==> src/rtl/alu_fixed_sync.sv <==
// Registered 4-bit ALU: one opcode per cycle, result and carry/flag land on the
// outputs one clock after the operands are sampled.
module alu_fixed_sync (
  input  logic       clk,
  input  logic       reset,
  input  logic [3:0] A,
  input  logic [3:0] B,
  input  logic [3:0] ALU_Sel,
  output logic [3:0] ALU_Out,
  output logic       CarryOut
);

  typedef enum logic [3:0] {
    OP_ADD  = 4'b0000,
    OP_SUB  = 4'b0001,
    OP_MUL  = 4'b0010,
    OP_DIV  = 4'b0011,
    OP_SHL  = 4'b0100,
    OP_SHR  = 4'b0101,
    OP_ROL  = 4'b0110,
    OP_ROR  = 4'b0111,
    OP_AND  = 4'b1000,
    OP_OR   = 4'b1001,
    OP_XOR  = 4'b1010,
    OP_NOR  = 4'b1011,
    OP_NAND = 4'b1100,
    OP_XNOR = 4'b1101,
    OP_GT   = 4'b1110,
    OP_EQ   = 4'b1111
  } opcode_e;

  logic [4:0] sum5;
  logic [4:0] diff5;
  logic [7:0] prod8;
  logic [3:0] aluOut_d, aluOut_q;
  logic       carry_d, carry_q;

  // Widened intermediates: the top bit of each holds carry, borrow or overflow.
  assign sum5  = {1'b0, A} + {1'b0, B};
  assign diff5 = {1'b0, A} - {1'b0, B};
  assign prod8 = {4'b0000, A} * {4'b0000, B};

  always_comb begin
    aluOut_d = 4'h0;
    carry_d  = 1'b0;
    case (opcode_e'(ALU_Sel))
      OP_ADD: begin
        aluOut_d = sum5[3:0];
        carry_d  = sum5[4];
      end
      OP_SUB: begin
        aluOut_d = diff5[3:0];
        carry_d  = diff5[4];
      end
      OP_MUL: begin
        aluOut_d = prod8[3:0];
        carry_d  = |prod8[7:4];
      end
      OP_DIV: begin
        // Divide-by-zero saturates the result and raises the flag.
        if (B == 4'h0) begin
          aluOut_d = 4'hF;
          carry_d  = 1'b1;
        end else begin
          aluOut_d = A / B;
        end
      end
      OP_SHL: begin
        aluOut_d = {A[2:0], 1'b0};
        carry_d  = A[3];
      end
      OP_SHR: begin
        aluOut_d = {1'b0, A[3:1]};
        carry_d  = A[0];
      end
      OP_ROL:  aluOut_d = {A[2:0], A[3]};
      OP_ROR:  aluOut_d = {A[0], A[3:1]};
      OP_AND:  aluOut_d = A & B;
      OP_OR:   aluOut_d = A | B;
      OP_XOR:  aluOut_d = A ^ B;
      OP_NOR:  aluOut_d = ~(A | B);
      OP_NAND: aluOut_d = ~(A & B);
      OP_XNOR: aluOut_d = ~(A ^ B);
      OP_GT:   aluOut_d = {3'b000, (A > B)};
      OP_EQ:   aluOut_d = {3'b000, (A == B)};
    endcase
  end

  always_ff @(posedge clk) begin
    if (reset) begin
      aluOut_q <= 4'h0;
      carry_q  <= 1'b0;
    end else begin
      aluOut_q <= aluOut_d;
      carry_q  <= carry_d;
    end
  end

  assign ALU_Out  = aluOut_q;
  assign CarryOut = carry_q;

endmodule

==> config.mk <==
export PLATFORM = sky130hd
export DESIGN_NAME = alu_fixed_sync
export DESIGN_NICKNAME = d
export VERILOG_FILES = /design/src/rtl/alu_fixed_sync.sv
export SDC_FILE = /design/constraint.sdc
export NUM_CORES = 1
export LEC_CHECK = 0
export ABC_AREA = 1
export CAP_MARGIN = 20
export CORE_UTILIZATION = 40
export CTS_CLUSTER_DIAMETER = 40
export DETAILED_ROUTE_END_ITERATION = 6
export PLACE_DENSITY = 0.61
export REMOVE_ABC_BUFFERS = 1
export SLEW_MARGIN = 0
export SYNTH_ARGS = -nofsm -noshare
export SYNTH_HDL_FRONTEND = slang
export SYNTH_SLANG_ARGS = --single-unit
==> constraint.sdc <==
create_clock -name clk -period 5.75 [get_ports clk]
set_input_delay 1.15 -clock clk [delete_from_list [all_inputs] [get_ports clk]]
set_output_delay 1.15 -clock clk [all_outputs]
set_load 0.02 [all_outputs]
==> impl_results.md, run 1 <==
- Outcome: finished, final reports clean
- Worst Path Buf+Inv: 5
- Crit path max fanout: 6
- Routed Antenna Nets: 0
- Most common cell in the netlist: nand2_1
- Post-cts gate resize count: 0
- Delay-heaviest family, CP: simple AND/OR/NAND/NOR gates
- Max Buffers Root-to-Sink: 2
- CTS hold repair buffers: 0
- Final setup viols: 0
- Worst-Margin Slew: ~0.40 ns
- Yosys Warn Count: 0
- Synth unique cells: 24
- Sequential cell area fraction in the yosys report: around 5.5%
- Syn Std Cell Area: around 0.0018 mm²
- CTS H-tree depth: 1
- I/O pin cnt: 19
- Final hold viol count: 0
- Layout area overhead: 16.9%
- Clk pin slew, worst setup/hold paths: about 0.03 ns
- Initial antenna violation count: 0
- Synth cell count leaders: nand2_1 (84), inv_1 (54), ha_1 (37), nor2_1 (37), nand3_1 (19)
- Worst Hold Class: in -> reg
- Largest cells by area after synthesis: ha_1 (25%), nand2_1 (17%), inv_1 (11%), nor2_1 (7.6%), fa_1 (6.6%)
- Wire per inst: 12.3 µm
- Kind of critical path: in -> reg
- EDFF count, synth: 0
- CTS Sinks: 5
- Post-CTS Setup Repair Bufs: 0
- Slowest cell delay on critical path: slightly below 0.5 ns
- Die Y-Extent: roughly 70 µm
- DRT iter0 DRCs: 96
- Top FF cell, synth: dfxtp_1
- Ys async rst share: 0%
- Period utilization: 87.1%
- DR vias: 1845
- DIE WIDTH: 69.5 µm
- Number of max-cap violations: 0
- Num rows: 24
- Core Area: approximately 0.0044 mm²
- Num CTS Buffers: 3
- Setup_tns: 0 ns
- Max VDD drop: roughly 63 µV
- Crit path arrival time: roughly 5.1 ns
- Dpl hpwl: ~4000 µm
- Share of post-route cells with drive strength above 1: 5.45%
- Grt ovf: 0
- Largest net degree at the start of global routing: 10
- CTS tree: built
- Port Buf Inserts: 18
- Die area: approximately 0.0048 mm²
- Cells after synthesis: between 300 and 400
- Post-synth top area cell: ha_1
- Power per Cell Area: 128 mW/mm²
- Drt via density: 4.83
- Initial Util: around two fifths
- Leak: approximately 0.0012 µW
- RSZ-0062 raised after global routing: false
- First-pass GRT wire length: 7760 µm
- Clk root buf: clkbuf_8
- Worst EP required: about 5.9 ns
- Peak Freq: 200 MHz
- Fin. max-slew vios: 0
- Net count, final: between 300 and 400
- Number of global-route vias before repair: roughly 1700
- Slew HR: between 70 and 80%
- Final Critical Period: 5.01 ns
- Worst Setup Start Kind: input port
- Synth top area share: roughly a quarter
- Final core occ: between 40% and 50%
- Syn_area_per_cell: 5.96 µm²
- Critical Path End Type: register
- DRT Wirelength: roughly 4700 µm
- Routability cong.: 0.955
- Gr usage total: roughly 20%
- 1st-pass router iterations: 4
- DRC: 0
- Most frequent CP cell: nand2_1
- CP max stage cell: clkdlybuf4s50_1
- Ant. Diodes: 0
- Synth Register Bits: 5
## cells by family after synthesis
| group | Yosys count | share of synthesized area (%) |
|---|---|---|
| AOI/OAI and AO/OA | 36 | 10.9 |
| xor gates and xnor gates | 6 | 2.88 |
| adders and majority gates | 43 | 32.0 |
| buffers and inverters | 58 | 11.9 |
| DFF | 5 | 5.49 |
| and+or+nand+nor | 158 | 36.8 |
## per-layer routing
metal / part of all wire, % / track usage, %
met5: 0 / 0
met2: 45 / 32.7
met4: 1.2 / 5.44
met3: 4.6 / 1.02
met1: 50 / 28.1
## power by group
| part | switching [µW] | internal, µW |
|---|---|---|
| logic | 101 | 68.6 |
| clock network | 17.0 | 47.6 |
| registers | 0.640 | 38.2 |
## final cells by class
type / instances / area, µm²
Inverter: 58 / 218
Tap cell: 52 / 65.1
Timing Repair Buffer: 20 / 198
Sequential cell: 5 / 100
Fill cell: 471 / 2220
Clock buffer: 4 / 45.0
Multi-Input combinational cell: 243 / 1510
## metrics by stage
| step | power [µW] | hold WS [ns] | setup WS, ns | instances | instance area [µm²] |
|---|---|---|---|---|---|
| after floorplan | 157 | 1.22 | 1.48 | 306 | 1820 |
| after global placement | 209 | 1.72 | 0.476 | 378 | 2080 |
| after detailed placement | 208 | 1.73 | 0.287 | 378 | 2080 |
| after CTS | 276 | 1.50 | 0.509 | 382 | 2130 |
| after global routing | 302 | 1.52 | 0.186 | 382 | 2130 |
| final | 273 | 1.50 | 0.744 | 382 | 2130 |
## flip-flops by register name (all words and copies together) (netlist names)
register and count:
CarryOut 1, ALU_Out 4
## placed cells by master, fill, tap and decap left out
cell type,Yosys,routed
nor2_2,4,4
clkbuf_1,0,1
a21oi_1,10,10
and2b_1,1,1
nand3b_1,3,3
dlymetal6s2s_1,0,1
nand2_2,2,2
dfxtp_1,5,5
nor2_4,1,1
o21ai_1,4,4
nand4_1,6,6
ha_1,37,37
a31oi_1,1,1
nor3_1,1,1
a21boi_2,1,1
clkbuf_8,0,3
inv_2,4,4
nand3_1,19,19
o21ai_2,1,1
nand2_1,84,84
buf_4,0,2
nor2_1,37,37
xor2_1,4,4
inv_1,54,54
xnor2_1,2,2
fa_1,6,6
o22ai_1,6,6
clkdlybuf4s50_1,0,17
o21ai_0,13,13
## path summary, 6_finish.rpt
kind	start	endpoint	slack, ns	depth (start not counted)
max	B[2]	ALU_Out[0]	0.74	28
min	reset	CarryOut	1.50	2
Note: power is estimated with default switching activity, not from simulation.
==> run 2, diff against run 1 <==
--- a/config.mk
+++ b/config.mk
@@ -7,10 +7,11 @@
 export LEC_CHECK = 0
 export ABC_AREA = 1
 export CAP_MARGIN = 20
-export CORE_UTILIZATION = 40
+export CORE_UTILIZATION = 45
 export CTS_CLUSTER_DIAMETER = 40
 export DETAILED_ROUTE_END_ITERATION = 6
-export PLACE_DENSITY = 0.61
+export GPL_ROUTABILITY_DRIVEN = 0
+export PLACE_DENSITY = 0.67
 export REMOVE_ABC_BUFFERS = 1
 export SLEW_MARGIN = 0
 export SYNTH_ARGS = -nofsm -noshare
==> impl_results.md, run 2 (synthesis gave the netlist of run 1 again) <==
- DRT Wirelength: 4850 µm (was 4710 µm)
- Share of post-route cells with drive strength above 1: 5.17% (was 5.45%)
- Max Buffers Root-to-Sink: 2 (unchanged)
- Top sig layer: met4 (unchanged)
- CTS tree: built (unchanged)
- Initial antenna violation count: 0 (unchanged)
- Outcome: finished, final reports clean (unchanged)
- Gr usage total: 25.5% (was 19.8%)
- Worst-Margin Slew: 0.434 ns (was 0.405 ns)
- Crit path max fanout: 7 (was 6)
- Inst Count DP: 373 (was 378)
- Setup_tns: 0 ns (unchanged)
- Ant. Diodes: 0 (unchanged)
- Initial Util: 48.3% (was 41.9%)
- DR vias: 1959 (was 1845)
- WL met3: 377 µm (was 215 µm)
- Num CTS Buffers: 3 (unchanged)
- Post-cts gate resize count: 0 (unchanged)
- Leak: 0.00119 µW (was 0.00120 µW)
- Crit path arrival time: 5.33 ns (was 5.12 ns)
- I/O pin cnt: 19 (unchanged)
- DIE WIDTH: 65.7 µm (was 69.5 µm)
- Crit path capture: ALU_Out[0] (unchanged)
- Power per Cell Area: 131 mW/mm² (was 128 mW/mm²)
- Grt ovf: 0 (unchanged)
- Routed Antenna Nets: 0 (unchanged)
- Period utilization: 90.6% (was 87.1%)
- Worst Hold Class: in -> reg (unchanged)
- Slew HR: 71.0% (was 72.9%)
- CTS Sinks: 5 (unchanged)
- Worst EP required: 5.87 ns (about the same)
- Met2 wire len: 2070 µm (was 2100 µm)
- Core Area: 0.00377 mm² (was 0.00435 mm²)
- Sequential share of power: 14.1% (was 14.2%)
- Max FFs per register: 4 (unchanged)
- Wire per inst: 12.9 µm (was 12.3 µm)
- CTS H-tree depth: 1 (unchanged)
- Logic pwr share: 62.1% (about the same)
- Dpl cell area: 0.00207 mm² (was 0.00208 mm²)
- Net count, final: 387 (was 388)
- Final setup viols: 0 (unchanged)
- CTS hold repair buffers: 0 (unchanged)
- Commonest non-fill, non-tap cell in the layout: nand2_1 (unchanged)
- Dpl hpwl: 4020 µm (was 4050 µm)
- Clk pwr share: 23.8% (was 23.6%)
- Most frequent CP cell: nand2_1 (unchanged)
- Final Critical Period: 5.21 ns (was 5.01 ns)
- Max VDD drop: 66.0 µV (was 62.8 µV)
- Port Buf Inserts: 18 (unchanged)
- Largest net degree at the start of global routing: 10 (unchanged)
- Final core occ: 56.1% (was 48.9%)
- Internal power: 154 µW (about the same)
- Number of standard cells in the layout, taps in and fillers out: 377 (was 382)
- Final hold viol count: 0 (unchanged)
- Worst Setup Start Kind: input port (unchanged)
- 1st-pass router iterations: 5 (was 4)
- Most frequent cells in the layout: nand2_1 (84), inv_1 (54), nor2_1 (37), ha_1 (37), nand3_1 (19) (unchanged)
- Clk pin slew, worst setup/hold paths: 0.03 ns (about the same)
- RSZ-0062 raised after global routing: false (unchanged)
- Wl on met1: 2290 µm (was 2330 µm)
- Clk root buf: clkbuf_8 (unchanged)
- Kind of critical path: in -> reg (unchanged)
- Layout area overhead: 16.1% (was 16.9%)
- DRC: 0 (unchanged)
- Number of global-route vias before repair: 1898 (was 1681)
- CP max stage cell: clkdlybuf4s50_1 (unchanged)
- Drt via density: 5.20 (was 4.83)
- Peak Freq: 192 MHz (was 200 MHz)
- P_sw: 123 µW (was 119 µW)
- Slowest cell delay on critical path: 0.62 ns (was 0.49 ns)
- Post-CTS Setup Repair Bufs: 0 (unchanged)
- Number of max-cap violations: 0 (unchanged)
- DRT iter0 DRCs: 143 (was 96)
- Tot Pwr: 277 µW (was 273 µW)
- Worst setup path start: B[0] (was B[2])
- Die area: 0.00431 mm² (was 0.00483 mm²)
- Critical Path End Type: register (unchanged)
- First-pass GRT wire length: 8610 µm (was 7760 µm)
- Sw Ratio: 44.3% (was 43.5%)
- Fin. max-slew vios: 0 (unchanged)
- Post-route cell area: 0.00212 mm² (was 0.00213 mm²)
- Num rows: 22 (was 24)
- Die Y-Extent: 65.7 µm (was 69.5 µm)
## run 2: cell types whose count changed in the layout (fill, tap and decap cells not counted), sizes merged
cell,previous run,this run
buf,2,1
dlymetal6s2s,1,0
clkdlybuf4s50,17,18
## run 2: final cells by class
type	count	area [µm²]
flip-flops and latches	5	100
clock buffers	4	45.0
inverters	58	218
repair buffers	19	188
fillers	390	1660
multi-input cells	243	1510
well taps	48	60.1
## run 2: critical path: cells and delay by family
kind	cells	cell delay, ns
and+or+nand+nor	11	0.91
buffers and inverters	5	1.01
AOI/OAI and AO/OA	8	0.99
adders and majority gates	4	1.27
## run 2: worst min path at each step
stage	startpoint	to	slack, ns	cells after the start
2_1_floorplan	reset	CarryOut	1.22	1
3_3_place_gp	reset	CarryOut	1.73	2
3_5_place_dp	reset	CarryOut	1.72	2
4_1_cts	reset	CarryOut	1.50	2
5_1_grt	reset	CarryOut	1.51	2
6_report	reset	CarryOut	1.50	2
## run 2: layer usage
| layer | track usage [%] | vias up |
|---|---|---|
| li1 | - | 1017 |
| met3 | 1.39 | 12 |
| met4 | 10.1 | 0 |
| met1 | 35.0 | 837 |
| met5 | 0 | - |
| met2 | 41.2 | 93 |
## run 2: power groups by stage
stage,logic (µW),registers (µW),clock network [µW]
finish,172,38.9,65.9
CTS,171,39.0,68.4
floorplan,113,43.7,0
global placement,169,39.4,0
detailed placement,169,39.5,0
global route,197,39.1,70.8
## run 2: metrics by stage
step | setup slack, ns | hold WS, ns
6_report | 0.542 | 1.50
4_1_cts | 0.570 | 1.50
3_3_place_gp | 0.491 | 1.73
2_1_floorplan | 1.48 | 1.22
5_1_grt | 0.0745 | 1.51
3_5_place_dp | 0.337 | 1.72
==> run 3, diff against run 2 <==
--- a/config.mk
+++ b/config.mk
@@ -11,7 +11,7 @@
 export CTS_CLUSTER_DIAMETER = 40
 export DETAILED_ROUTE_END_ITERATION = 6
 export GPL_ROUTABILITY_DRIVEN = 0
-export PLACE_DENSITY = 0.67
+export PLACE_DENSITY = 0.69
 export REMOVE_ABC_BUFFERS = 1
 export SLEW_MARGIN = 0
 export SYNTH_ARGS = -nofsm -noshare
==> constraint.sdc (replaced) <==
create_clock -name clk -period 4.5 [get_ports clk]
set_input_delay 0.9 -clock clk [delete_from_list [all_inputs] [get_ports clk]]
set_output_delay 0.9 -clock clk [all_outputs]
set_load 0.02 [all_outputs]
==> impl_results.md, run 3 (synthesis gave the netlist of run 1 again) <==
- Num CTS Buffers: 3 (unchanged)
- DRT iter0 DRCs: 252 (was 143)
- DIE WIDTH: 65.7 µm (unchanged)
- Port Buf Inserts: 18 (unchanged)
- Layout area overhead: 28.1% (was 16.1%)
- Core Area: 0.00377 mm² (unchanged)
- Slew HR: 76.3% (was 71.0%)
- Dpl cell area: 0.00220 mm² (was 0.00207 mm²)
- Hold_ws: 1.23 ns (was 1.50 ns)
- Worst EP required: 4.63 ns (was 5.87 ns)
- Final Critical Period: around 4 ns
- CTS Sinks: 5 (unchanged)
- 1st-pass router iterations: 6 (was 5)
- Ant. Diodes: 0 (unchanged)
- Most frequent CP cell: nand2_1 (unchanged)
- Final setup viols: 0 (unchanged)
- DR vias: 2134 (was 1959)
- Worst Setup Start Kind: input port (unchanged)
- Number of max-cap violations: 0 (unchanged)
- Reg area: 100 µm² (unchanged)
- Worst Hold Class: in -> reg (unchanged)
- CTS tree: built (unchanged)
- Number of global-route vias before repair: 1944 (was 1898)
- Peak Freq: 243 MHz
- Commonest non-fill, non-tap cell in the layout: nand2_1 (unchanged)
- Share of post-route cells with drive strength above 1: 14.3% (was 5.17%)
- DRC: 0 (unchanged)
- Clk pin slew, worst setup/hold paths: 0.04 ns (was 0.03 ns)
- Crit path max fanout: 6 (was 7)
- Max Buffers Root-to-Sink: 2 (unchanged)
- Net count, final: 408 (was 387)
- Crit path arrival time: 4.23 ns (was 5.33 ns)
- RSZ-0062 raised after global routing: false (unchanged)
- Clk root buf: clkbuf_8 (unchanged)
- Kind of critical path: in -> reg (unchanged)
- Outcome: finished, final reports clean (unchanged)
- Period utilization: between 90% and 100%
- Dpl hpwl: 4240 µm (was 4020 µm)
- Fill count: 379 (was 390)
- Largest net degree at the start of global routing: 8 (was 10)
- I/O pin cnt: 19 (unchanged)
- Worst Path Buf+Inv: 4 (was 5)
- Most frequent cells in the layout: nand2_1 (82), inv_1 (51), nor2_1 (37) (was nand2_1 (84), inv_1 (54), nor2_1 (37), ha_1 (37), nand3_1 (19))
- Delay-heaviest family, CP: simple AND/OR/NAND/NOR gates (was adder cells)
- Wire per inst: 13.1 µm (was 12.9 µm)
- DRT Wirelength: 5200 µm (was 4850 µm)
- Final hold viol count: 0 (unchanged)
- Routed Antenna Nets: 0 (unchanged)
- Num rows: 22 (unchanged)
- Leak: 0.00133 µW (was 0.00119 µW)
- Power per Cell Area: 167 mW/mm² (was 131 mW/mm²)
- Slowest cell delay on critical path: 0.46 ns (was 0.62 ns)
- CTS H-tree depth: 1 (unchanged)
- Multi-input gate area: 0.00155 mm² (was 0.00151 mm²)
- Post-route cell area: 0.00233 mm² (was 0.00212 mm²)
- Max FFs per register: 4 (unchanged)
- Worst-Margin Slew: 0.354 ns (was 0.434 ns)
- Critical Path End Type: register (unchanged)
- Fin. max-slew vios: 0 (unchanged)
- Initial antenna violation count: 0 (unchanged)
- Grt ovf: 0 (unchanged)
- Gr usage total: 26.1% (was 25.5%)
- Die area: 0.00431 mm² (unchanged)
- Drt via density: 5.36 (was 5.20)
- Initial Util: 48.3% (unchanged)
- CP max stage cell: clkdlybuf4s50_1 (unchanged)
- First-pass GRT wire length: 8600 µm (was 8610 µm)
- Max VDD drop: 73.1 µV (was 66.0 µV)
- Die Y-Extent: 65.7 µm (unchanged)
## run 3: cell types whose count changed in the layout (fill, tap and decap cells not counted), sizes merged
cell / previous run / this run
buf: 1 / 22
clkdlybuf4s50: 18 / 14
dlymetal6s2s: 0 / 4
clkbuf: 4 / 3
clkinv: 0 / 1
## run 3: stage by stage
step                      util, %  total power (µW)  worst slack [ns]  TNS (ns)  std cells
after floorplan                 -               200             0.483         0        306
after global placement       58.3               283           -0.0189   -0.0189        390
after detailed placement     58.3               286            -0.150    -0.150        390
after CTS                    59.5               375            0.0725         0        394
after global routing         61.9               428            0.0876         0        398
final                        61.9               390             0.392         0        398
## run 3: area by class of cell
type | count | share of cell area (%)
Timing Repair Buffer | 40 | 15.4
Clock buffer | 3 | 1.77
Clock inverter | 1 | 0.214
Tap cell | 48 | 2.57
Multi-Input combinational cell | 243 | 66.5
Inverter | 58 | 9.32
Sequential cell | 5 | 4.29
## run 3: worst paths after layout
check  start          to  slack (ns)  depth (start not counted)
max     B[1]  ALU_Out[0]        0.39                         27
min    reset    CarryOut        1.23                          2
## run 3: timing repair
action                     in CTS  in global routing
setup buffers                   0                  4
setup endpoints to repair       0                  1
hold buffers                    0                  0
gates resized for setup         0                 21
## run 3: layer usage
metal / track usage (%) / routed length [µm]
met5: 0 / 0
met1: 33.4 / 2240
met4: 14.9 / 265
met3: 1.56 / 377
met2: 42.9 / 2320
## run 3: where the power goes
part	leakage [µW]	switching, µW	internal [µW]
sequential	0.0000412	1.55	48.8
combinational	0.00127	143	110
clock	0.0000255	27.3	59.9
